--- src/rtl/parking_gate_ctrl.sv ---
// ---------------------------------------------------------------------------
// parking_gate_ctrl
//   Car-park entry controller: gate FSM with two-digit password check,
//   occupancy counter, wrong-password lockout and a two-digit 7-segment
//   display of free spaces. Entry is refused while the car park is full.
//
// Optional feature (compile-time macro PARKING_TIMEOUT_EN):
//   defined     - in WAIT_PASSWORD / WRONG_PASS, sensor_entrance low for
//                 WAIT_CYCLES consecutive cycles returns to IDLE (try count kept).
//   not defined - those states wait indefinitely and ignore sensor_entrance.
//
// Ports
//   clk              rising-edge system clock
//   reset_n          synchronous active-low reset
//   sensor_entrance  car present at the entrance
//   sensor_exit      car has passed the gate (completes an entry)
//   car_leave        one-cycle pulse, a car left the car park
//   password_1/2     keypad digits (PW_W bits each)
//   GREEN_LED        gate open
//   RED_LED          gate closed / refusal (blinks on wrong password)
//   HEX_1 / HEX_2    tens / units of free spaces, active-low {g,f,e,d,c,b,a}
//   occupancy        cars currently inside
//   full             occupancy == CAPACITY (combinational)
//   locked           wrong-password lockout active
// ---------------------------------------------------------------------------
module parking_gate_ctrl #(
    parameter int unsigned     CAPACITY    = 20,
    parameter int unsigned     PW_W        = 2,
    parameter logic [PW_W-1:0] PASS_1      = 2'b01,
    parameter logic [PW_W-1:0] PASS_2      = 2'b10,
    parameter int unsigned     MAX_TRIES   = 3,
    parameter int unsigned     LOCK_CYCLES = 16,
    parameter int unsigned     WAIT_CYCLES = 8
) (
    input  logic            clk,
    input  logic            reset_n,
    input  logic            sensor_entrance,
    input  logic            sensor_exit,
    input  logic            car_leave,
    input  logic [PW_W-1:0] password_1,
    input  logic [PW_W-1:0] password_2,
    output logic            GREEN_LED,
    output logic            RED_LED,
    output logic [6:0]      HEX_1,
    output logic [6:0]      HEX_2,
    output logic [6:0]      occupancy,
    output logic            full,
    output logic            locked
);

    localparam int unsigned OCC_W = 7;
    localparam int unsigned TMAX  = (LOCK_CYCLES > WAIT_CYCLES) ? LOCK_CYCLES : WAIT_CYCLES;
    localparam int unsigned TMR_W = $clog2(TMAX + 1);
    localparam int unsigned TRY_W = $clog2(MAX_TRIES + 1);

    typedef enum logic [2:0] {
        IDLE          = 3'd0,
        WAIT_PASSWORD = 3'd1,
        WRONG_PASS    = 3'd2,
        RIGHT_PASS    = 3'd3,
        STOP          = 3'd4,
        LOCKED        = 3'd5,
        FULL_HOLD     = 3'd6
    } state_t;

    state_t           state;
    state_t           nxt;
    logic [TMR_W-1:0] timer;
    logic [TRY_W-1:0] try_cnt;
    logic             pw_ok;
    logic             wait_done;
    logic             lock_done;
    logic             try_last;
    logic             leave_ok;
    logic             timeout;
    logic             entry_done;
    logic             try_clr;
    logic             try_inc;
    logic             inc;
    logic [OCC_W-1:0] free_cnt;

    // Active-low 7-segment encoding {g,f,e,d,c,b,a}; non-digits blank.
    function automatic logic [6:0] seg(input logic [3:0] d);
        case (d)
            4'd0:    seg = 7'h40;
            4'd1:    seg = 7'h79;
            4'd2:    seg = 7'h24;
            4'd3:    seg = 7'h30;
            4'd4:    seg = 7'h19;
            4'd5:    seg = 7'h12;
            4'd6:    seg = 7'h02;
            4'd7:    seg = 7'h78;
            4'd8:    seg = 7'h00;
            4'd9:    seg = 7'h10;
            default: seg = 7'h7F;
        endcase
    endfunction

    assign pw_ok     = (password_1 == PASS_1) && (password_2 == PASS_2);
    assign wait_done = (timer == TMR_W'(WAIT_CYCLES - 1));
    assign lock_done = (timer == TMR_W'(LOCK_CYCLES - 1));
    assign try_last  = (try_cnt == TRY_W'(MAX_TRIES - 1));
    assign full      = (occupancy == OCC_W'(CAPACITY));
    assign leave_ok  = car_leave && (occupancy != '0);
    assign inc       = entry_done && !full;
    assign free_cnt  = OCC_W'(CAPACITY) - occupancy;

`ifdef PARKING_TIMEOUT_EN
    // Counts consecutive cycles with no car at the entrance while waiting for a password.
    logic [TMR_W-1:0] away_cnt;
    logic             in_wait;

    assign in_wait = (state == WAIT_PASSWORD) || (state == WRONG_PASS);
    assign timeout = in_wait && !sensor_entrance && (away_cnt == TMR_W'(WAIT_CYCLES - 1));

    always_ff @(posedge clk) begin
        if (!reset_n || !in_wait || sensor_entrance || timeout) begin
            away_cnt <= '0;
        end else begin
            away_cnt <= away_cnt + TMR_W'(1);
        end
    end
`else
    assign timeout = 1'b0;
`endif

    // Next-state decision; a wrong password left standing in WRONG_PASS is
    // counted again every WAIT_CYCLES, which is what eventually locks out.
    always_comb begin
        nxt        = state;
        try_clr    = 1'b0;
        try_inc    = 1'b0;
        entry_done = 1'b0;
        case (state)
            IDLE: begin
                if (sensor_entrance) begin
                    nxt = full ? FULL_HOLD : WAIT_PASSWORD;
                end
            end
            WAIT_PASSWORD: begin
                if (timeout) begin
                    nxt = IDLE;
                end else if (wait_done) begin
                    if (pw_ok) begin
                        nxt     = RIGHT_PASS;
                        try_clr = 1'b1;
                    end else begin
                        try_inc = 1'b1;
                        nxt     = try_last ? LOCKED : WRONG_PASS;
                    end
                end
            end
            WRONG_PASS: begin
                if (timeout) begin
                    nxt = IDLE;
                end else if (pw_ok) begin
                    nxt     = RIGHT_PASS;
                    try_clr = 1'b1;
                end else if (wait_done) begin
                    try_inc = 1'b1;
                    if (try_last) begin
                        nxt = LOCKED;
                    end
                end
            end
            RIGHT_PASS: begin
                if (sensor_exit) begin
                    entry_done = 1'b1;
                    nxt        = sensor_entrance ? STOP : IDLE;
                end
            end
            STOP: begin
                if (pw_ok) begin
                    nxt = RIGHT_PASS;
                end
            end
            LOCKED: begin
                if (lock_done) begin
                    nxt     = IDLE;
                    try_clr = 1'b1;
                end
            end
            FULL_HOLD: begin
                if (!sensor_entrance) begin
                    nxt = IDLE;
                end else if (leave_ok) begin
                    nxt = WAIT_PASSWORD;
                end
            end
            default: nxt = IDLE;
        endcase
    end

    // State, timers and Moore outputs decoded from the state being entered.
    always_ff @(posedge clk) begin
        if (!reset_n) begin
            state     <= IDLE;
            timer     <= '0;
            try_cnt   <= '0;
            GREEN_LED <= 1'b0;
            RED_LED   <= 1'b0;
            locked    <= 1'b0;
        end else begin
            state <= nxt;

            if (nxt != state) begin
                timer <= '0;
            end else if ((state == WRONG_PASS) && wait_done) begin
                timer <= '0;
            end else if ((state == WAIT_PASSWORD) || (state == WRONG_PASS) || (state == LOCKED)) begin
                timer <= timer + TMR_W'(1);
            end

            if (try_clr) begin
                try_cnt <= '0;
            end else if (try_inc) begin
                try_cnt <= try_cnt + TRY_W'(1);
            end

            GREEN_LED <= (nxt == RIGHT_PASS);
            locked    <= (nxt == LOCKED);
            if (nxt == WRONG_PASS) begin
                RED_LED <= ~RED_LED;
            end else begin
                RED_LED <= (nxt != IDLE) && (nxt != RIGHT_PASS);
            end
        end
    end

    // Occupancy: simultaneous entry and departure cancel; saturates at both ends.
    always_ff @(posedge clk) begin
        if (!reset_n) begin
            occupancy <= '0;
        end else if (inc && !leave_ok) begin
            occupancy <= occupancy + OCC_W'(1);
        end else if (leave_ok && !inc) begin
            occupancy <= occupancy - OCC_W'(1);
        end
    end

    // Free-space display, one cycle behind occupancy.
    always_ff @(posedge clk) begin
        if (!reset_n) begin
            HEX_1 <= seg(4'(CAPACITY / 10));
            HEX_2 <= seg(4'(CAPACITY % 10));
        end else begin
            HEX_1 <= seg(4'(free_cnt / OCC_W'(10)));
            HEX_2 <= seg(4'(free_cnt % OCC_W'(10)));
        end
    end

endmodule

--- config.mk ---
export PLATFORM = sky130hd
export DESIGN_NAME = parking_gate_ctrl
export DESIGN_NICKNAME = d
export VERILOG_FILES = /design/src/rtl/parking_gate_ctrl.sv
export SDC_FILE = /design/constraint.sdc
export NUM_CORES = 1
export LEC_CHECK = 0
export ABC_AREA = 0
export CAP_MARGIN = 20
export CORE_ASPECT_RATIO = 1.1
export CORE_UTILIZATION = 55
export DETAILED_ROUTE_END_ITERATION = 6
export HOLD_SLACK_MARGIN = 0.05
export PLACE_DENSITY = 0.79
export RECOVER_POWER = 25
export SYNTH_ARGS = -nofsm -noshare
export SYNTH_HDL_FRONTEND = slang
export SYNTH_SLANG_ARGS = --single-unit
--- constraint.sdc ---
create_clock -name clk -period 5.15 [get_ports clk]
set_clock_uncertainty 0.2 [all_clocks]
set_input_delay 1.03 -clock clk [delete_from_list [all_inputs] [get_ports clk]]
set_output_delay 1.03 -clock clk [all_outputs]
set_load 0.005 [all_outputs]
==> impl_metrics.yaml, run 1 <==
timing:
  maxSlewHeadroom_pct: 54.0
  fin_crit_sh_pct: 83.9
  tightest_slew_ns: 0.688
  setup_tns_ns: 0
  grt_setup_unrepaired: "false"
  holdWs_ns: 0.308
  hold_viol_final: 0
  drv_slew: 0
  setup_viol: 0
  min_period_ns: 4.32
  max_freq_mhz: 231
floorplan:
  core_mm2: 0.00475
  rows: 26
  die_y_um: 76.7
  ios: 34
  die_w_um: 69.9
  dieArea_mm2: 0.00536
  floorplan.initialDensity_pct: 58.8
global_route:
  grt_max_degree: 20
  grt_overflow: 0
  grt.total_usage_pct: 24.1
  antenna_found_initial: 0
  first_global_vias: 2415
  grt_first_pass_wirelength_um: 10600
hold_path:
  whs_endpoint: "try_cnt[1]"
  whs_path_depth: 1
  hp-class: "reg -> reg"
  hold_start: "try_cnt[1]"
logic_synthesis:
  synth_edf_count: 0
  synth_cell_types: 66
  synth_top_area_cell: "dfxtp_1"
  synth_ff_type: "dfxtp_1"
  async_flop_share_pct: 0
  synth_seq_cells: 34
  yosys-top-cells-area: "dfxtp_1, ha_1, nor2_1"
  ys_warn_count: 0
  synth_area_mm2: 0.00279
  syn_nets: 377
  ys_seq_area_share_pct: 24.4
  synth_most_common_cell: "nor2_1"
  synth_commonest_cells: "nor2_1, dfxtp_1, a21oi_1, ha_1, nand2_1"
  synth.top_cell.area_share_pct: 24.4
  postSynthCellCount: 344
  syn_area_per_cell_um2: 8.11
cells_and_area:
  n_antenna_cell: 0
  drive_gt1_share_pct: 7.32
  multi_input_area_mm2: 0.00196
  nets: 401
  synthToLayoutAreaGrowth_pct: 16.7
  fill_cells: 401
  seq_area_um2: 681
  final_util_pct: 68.6
  stdcell_area_mm2: 0.00326
critical_path:
  reg2regPathDepth: 16
  cp.arrival_ns: 4.32
  regToRegEndpoint: "HEX_2[5]"
  worstSetupStartpointType: "flop"
  worstSetupPathType: "reg -> reg"
  cp_max_fo: 11
  regToRegSetupSlack_ns: 0.83
  critical_path_required_ns: 5.15
  worstSetupStartpoint: "occupancy[0]"
  end_kind: "flop"
  r2r_start: "occupancy[0]"
clock_tree:
  ctsHoldBuffers: 0
  cts_setup_buffers: 0
  clock_sinks: 34
  clockBufferDepth: 2
  cts_root_buf: "clkbuf_8"
  clock_latency_ns: 0.29
  cts_resized: 0
  cts_tree: "yes"
  clk_pin_slew_ns: 0.07
  cts_buffers: 5
  htreeDepth: 2
place:
  place_area_mm2: 0.00311
  dp_hpwl_um: 4570
  portBuffers: 33
  gp_congestion: 0.892
route:
  routed_via_density: 6.01
  drt_pass1_iterations: 4
  wl_um: 6110
  first_iter_violations: 155
  wl_per_cell_um: 14.4
  vias: 2553
  drc_errors: 0
  drtAntennaViolNets: 0
job:
  maxCapViolCount: 0
outcome:
  status: "finished clean"
[worst max-delay path, cell delays in order, from the launching register on]
cell and delay [ns]:
dfxtp_1 0.62, inv_1 0.25, ha_1 0.30, nand2b_1 0.29, a21boi_0 0.35, or3_1 0.20
nand4_1 0.12, nand4_1 0.20, ha_1 0.22, nor2_2 0.06, or3_4 0.41, inv_4 0.11
xnor2_4 0.14, inv_2 0.08, ha_1 0.20, mux2_2 0.27, a211oi_2 0.20
[worst max path at each step]
stage               end  slack, ns  cells after the start
2_1_floorplan  HEX_2[5]       1.32                     17
3_3_place_gp   HEX_2[5]       1.09                     16
3_5_place_dp   HEX_2[5]       0.83                     16
4_1_cts        HEX_2[5]       0.83                     16
5_1_grt        HEX_2[4]       0.46                     17
6_report       HEX_2[5]       0.83                     16
[per-stage QoR]
step | worst slack (ns) | cells
finish | 0.830 | 425
global route | 0.459 | 425
detailed placement | 0.833 | 417
global placement | 1.09 | 417
CTS | 0.833 | 425
floorplan | 1.32 | 344
[flip-flops by register name (all words and copies together), names as in the netlist]
signal / cells
GREEN_LED: 1
timer: 5
occupancy: 7
try_cnt: 2
HEX_1: 7
HEX_2: 7
RED_LED: 1
state: 3
locked: 1
[cell type report]
cell class | instances | share of cell area (%)
inverter | 16 | 1.92
multi-input combinational | 277 | 60.3
sequential | 34 | 20.9
tap | 56 | 2.15
clock buffer | 6 | 2.54
timing repair buffer | 34 | 10.4
clock inverter | 2 | 1.84
[layout by cell type (no fill, tap or decap), types with 5 or more instances in the layout]
cell,count
o211ai_1,7
o21ai_0,16
clkdlybuf4s50_1,19
nand2b_1,5
nor3_1,12
a21oi_1,27
inv_1,13
mux2i_1,6
a21o_1,9
nand2_1,19
o31ai_1,6
nand4_1,5
dlygate4sd3_1,14
nor2_1,37
a211oi_1,7
xor2_1,6
ha_1,23
nand3_1,6
and3_1,6
dfxtp_1,34
xnor2_1,12
and2_1,6
clkbuf_8,6
[cells by family after synthesis]
logic type	synth area share (%)
xor+xnor	7.80
mux	2.55
simple gates	20.3
fa+ha+maj	11.0
compound gates	28.7
buf+inv	5.29
flops	24.4
[layer usage]
layer	track usage, %	vias to the layer above	routed length (um)
met5	0	-	0
met4	9.60	0	86
met3	3.55	8	219
met2	42.2	61	3050
met1	29.5	1174	2750
li1	-	1310	-
Power of run 1 is left out: the tool's default activity adds up to more than one toggle a clock period on the data nets, which glitch-free logic cannot reach.
==> run 2, diff against run 1 <==
- clock period: 5.15 -> 4.15 ns (I/O delays scaled with it)
==> run 2 against run 1 <==
Hold slack better by 0.0037 ns. Register-to-register slack worse by 0.54 ns. Core utilization up 0.50 points. Sequential share of layout area down 0.15 points. Design area up 0.73%. Maximum frequency up 12%. Final cell count up 1.9%. Via count up 4.7%. Critical path depth unchanged. Critical path type unchanged.
==> impl_metrics.yaml, run 2 (synthesis gave the netlist of run 1 again) <==
critical_path:
  worst_path_max_delay_cell: "or3_4"
  end_kind: "flop"
  r2r_start: "occupancy[0]"
  regToRegEndpoint: "HEX_2[5]"
  worstSetupStartpoint: "occupancy[0]"
  reg2regPathDepth: 16
  worstSetupPathType: "reg -> reg"
  crit_path_end: "HEX_2[5]"
  cp_common_cell: "ha_1"
  cp_max_fo: 6
  regToRegSetupSlack_ns: 0.29
  worstPathCellList: "inv_1 > ha_1 > and2b_1 > o211ai_1 > nand3_1 > o22a_1 > nand4_1 > ha_1 > nor2_2 > or3_4 > inv_4 > xnor2_4 > inv_2 > ha_1 > mux2_2 > a211oi_2"
  cpPeakStageDelay_ns: 0.41
  critical_path_required_ns: 4.16
  cp.arrival_ns: 3.87
  worstSetupStartpointType: "flop"
floorplan:
  die_w_um: 69.9
  ios: 34
  dieArea_mm2: 0.00536
  floorplan.initialDensity_pct: 58.8
  core_mm2: 0.00475
  rows: 26
  die_y_um: 76.7
clock_tree:
  clock_latency_ns: 0.28
  clockBufferDepth: 2
  cts_buffers: 5
  cts_tree: "yes"
  cts_root_buf: "clkbuf_8"
  htreeDepth: 2
  clock_sinks: 34
  clk_pin_slew_ns: 0.07
timing:
  drv_slew: 0
  fin_crit_sh_pct: 93.0
  maxSlewHeadroom_pct: 57.3
  hold_viol_final: 0
  max_freq_mhz: 259
  tightest_slew_ns: 0.635
  setup_tns_ns: 0
  grt_setup_unrepaired: "false"
  min_period_ns: 3.86
  setup_viol: 0
cells_and_area:
  nets: 409
  stdcell_area_mm2: 0.00328
  final_cell_mix: "nor2_1, dfxtp_1, a21oi_1"
  stdcell_count: 433
  drive_gt1_share_pct: 9.81
  n_antenna_cell: 0
  largestRegisters: "HEX_1 x7, HEX_2 x7, occupancy x7"
  synthToLayoutAreaGrowth_pct: 17.5
  final_common_cell: "nor2_1"
place:
  place_inst: 425
  place_area_mm2: 0.00317
  portBuffers: 33
  gp_congestion: 0.909
  dp_hpwl_um: 4750
route:
  first_iter_violations: 194
  drc_errors: 0
  routed_via_density: 6.17
  vias: 2672
  wl_um: 6370
  wl_per_cell_um: 14.7
  drtAntennaViolNets: 0
  drt_pass1_iterations: 5
hold_path:
  hp-class: "reg -> reg"
global_route:
  grt_most_used_layer: "met2"
  grt_first_pass_wirelength_um: 11000
  grt_max_degree: 19
  use_met2_pct: 42.1
  grt_use_met1_pct: 31.0
  grt_overflow: 0
  grt.total_usage_pct: 24.9
  use_met3_pct: 3.42
  antenna_found_initial: 0
  first_global_vias: 2432
job:
  maxCapViolCount: 0
outcome:
  status: "finished clean"
[run 2: changes by cell type in the layout (fill, tap and decap cells not counted)]
| cell | previous run | this run |
|---|---|---|
| clkinvlp_4 | 0 | 1 |
| o21ai_2 | 2 | 1 |
| bufinv_16 | 2 | 0 |
| clkinv_2 | 0 | 1 |
| nand2b_1 | 5 | 4 |
| and2_1 | 6 | 5 |
| nand2b_2 | 0 | 1 |
| o21ai_4 | 0 | 1 |
| and2_2 | 0 | 1 |
| buf_4 | 1 | 9 |
[run 2: area by class of cell]
type	count	area, um^2
Fill cell	413	1470
Tap cell	56	70.1
Clock buffer	6	82.6
Timing Repair Buffer	42	398
Multi-Input combinational cell	277	1970
Clock inverter	2	12.5
Inverter	16	62.6
Sequential cell	34	681
[run 2: worst min path at each step]
stage                from          to  slack, ns  cells past startpoint
3_3_place_gp   try_cnt[1]  try_cnt[1]       0.28                      1
4_1_cts        try_cnt[1]  try_cnt[1]       0.31                      1
5_1_grt        try_cnt[1]  try_cnt[1]       0.34                      1
6_report       try_cnt[1]  try_cnt[1]       0.31                      1
2_1_floorplan  try_cnt[1]  try_cnt[1]       0.28                      1
3_5_place_dp   try_cnt[1]  try_cnt[1]       0.29                      1
[run 2: metal layers]
layer  vias to the layer above  part of all wire [%]
li1                       1327                     -
met4                         0                   3.2
met1                      1239                    43
met2                        86                    49
met3                        20                   4.0
met5                         -                     0
[run 2: critical path: cells and delay by family, from the launching register on]
| kind | cells | cell delay (ns) |
|---|---|---|
| AO/OA/AOI/OAI | 3 | 0.76 |
| adder cells (fa/ha/maj) | 3 | 0.69 |
| flip-flops | 1 | 0.31 |
| AND/OR/NAND/NOR | 5 | 1.04 |
| XOR/XNOR | 1 | 0.14 |
| buffers and inverters | 3 | 0.36 |
| multiplexers | 1 | 0.27 |
[run 2: stage by stage]
step                utilization [%]  setup WS [ns]  hold WS, ns
global placement               66.8          0.327        0.283
detailed placement             66.8          0.260        0.293
finish                         69.1          0.293        0.312
CTS                            68.8          0.227        0.311
floorplan                         -          0.318        0.276
global route                   69.1        0.00796        0.336
[run 2: timing repair]
action	in CTS	in global routing
gates resized for setup	0	3
setup endpoints to repair	0	3
hold buffers	0	0
setup buffers	0	0
Power of run 2 is left out for the same reason.
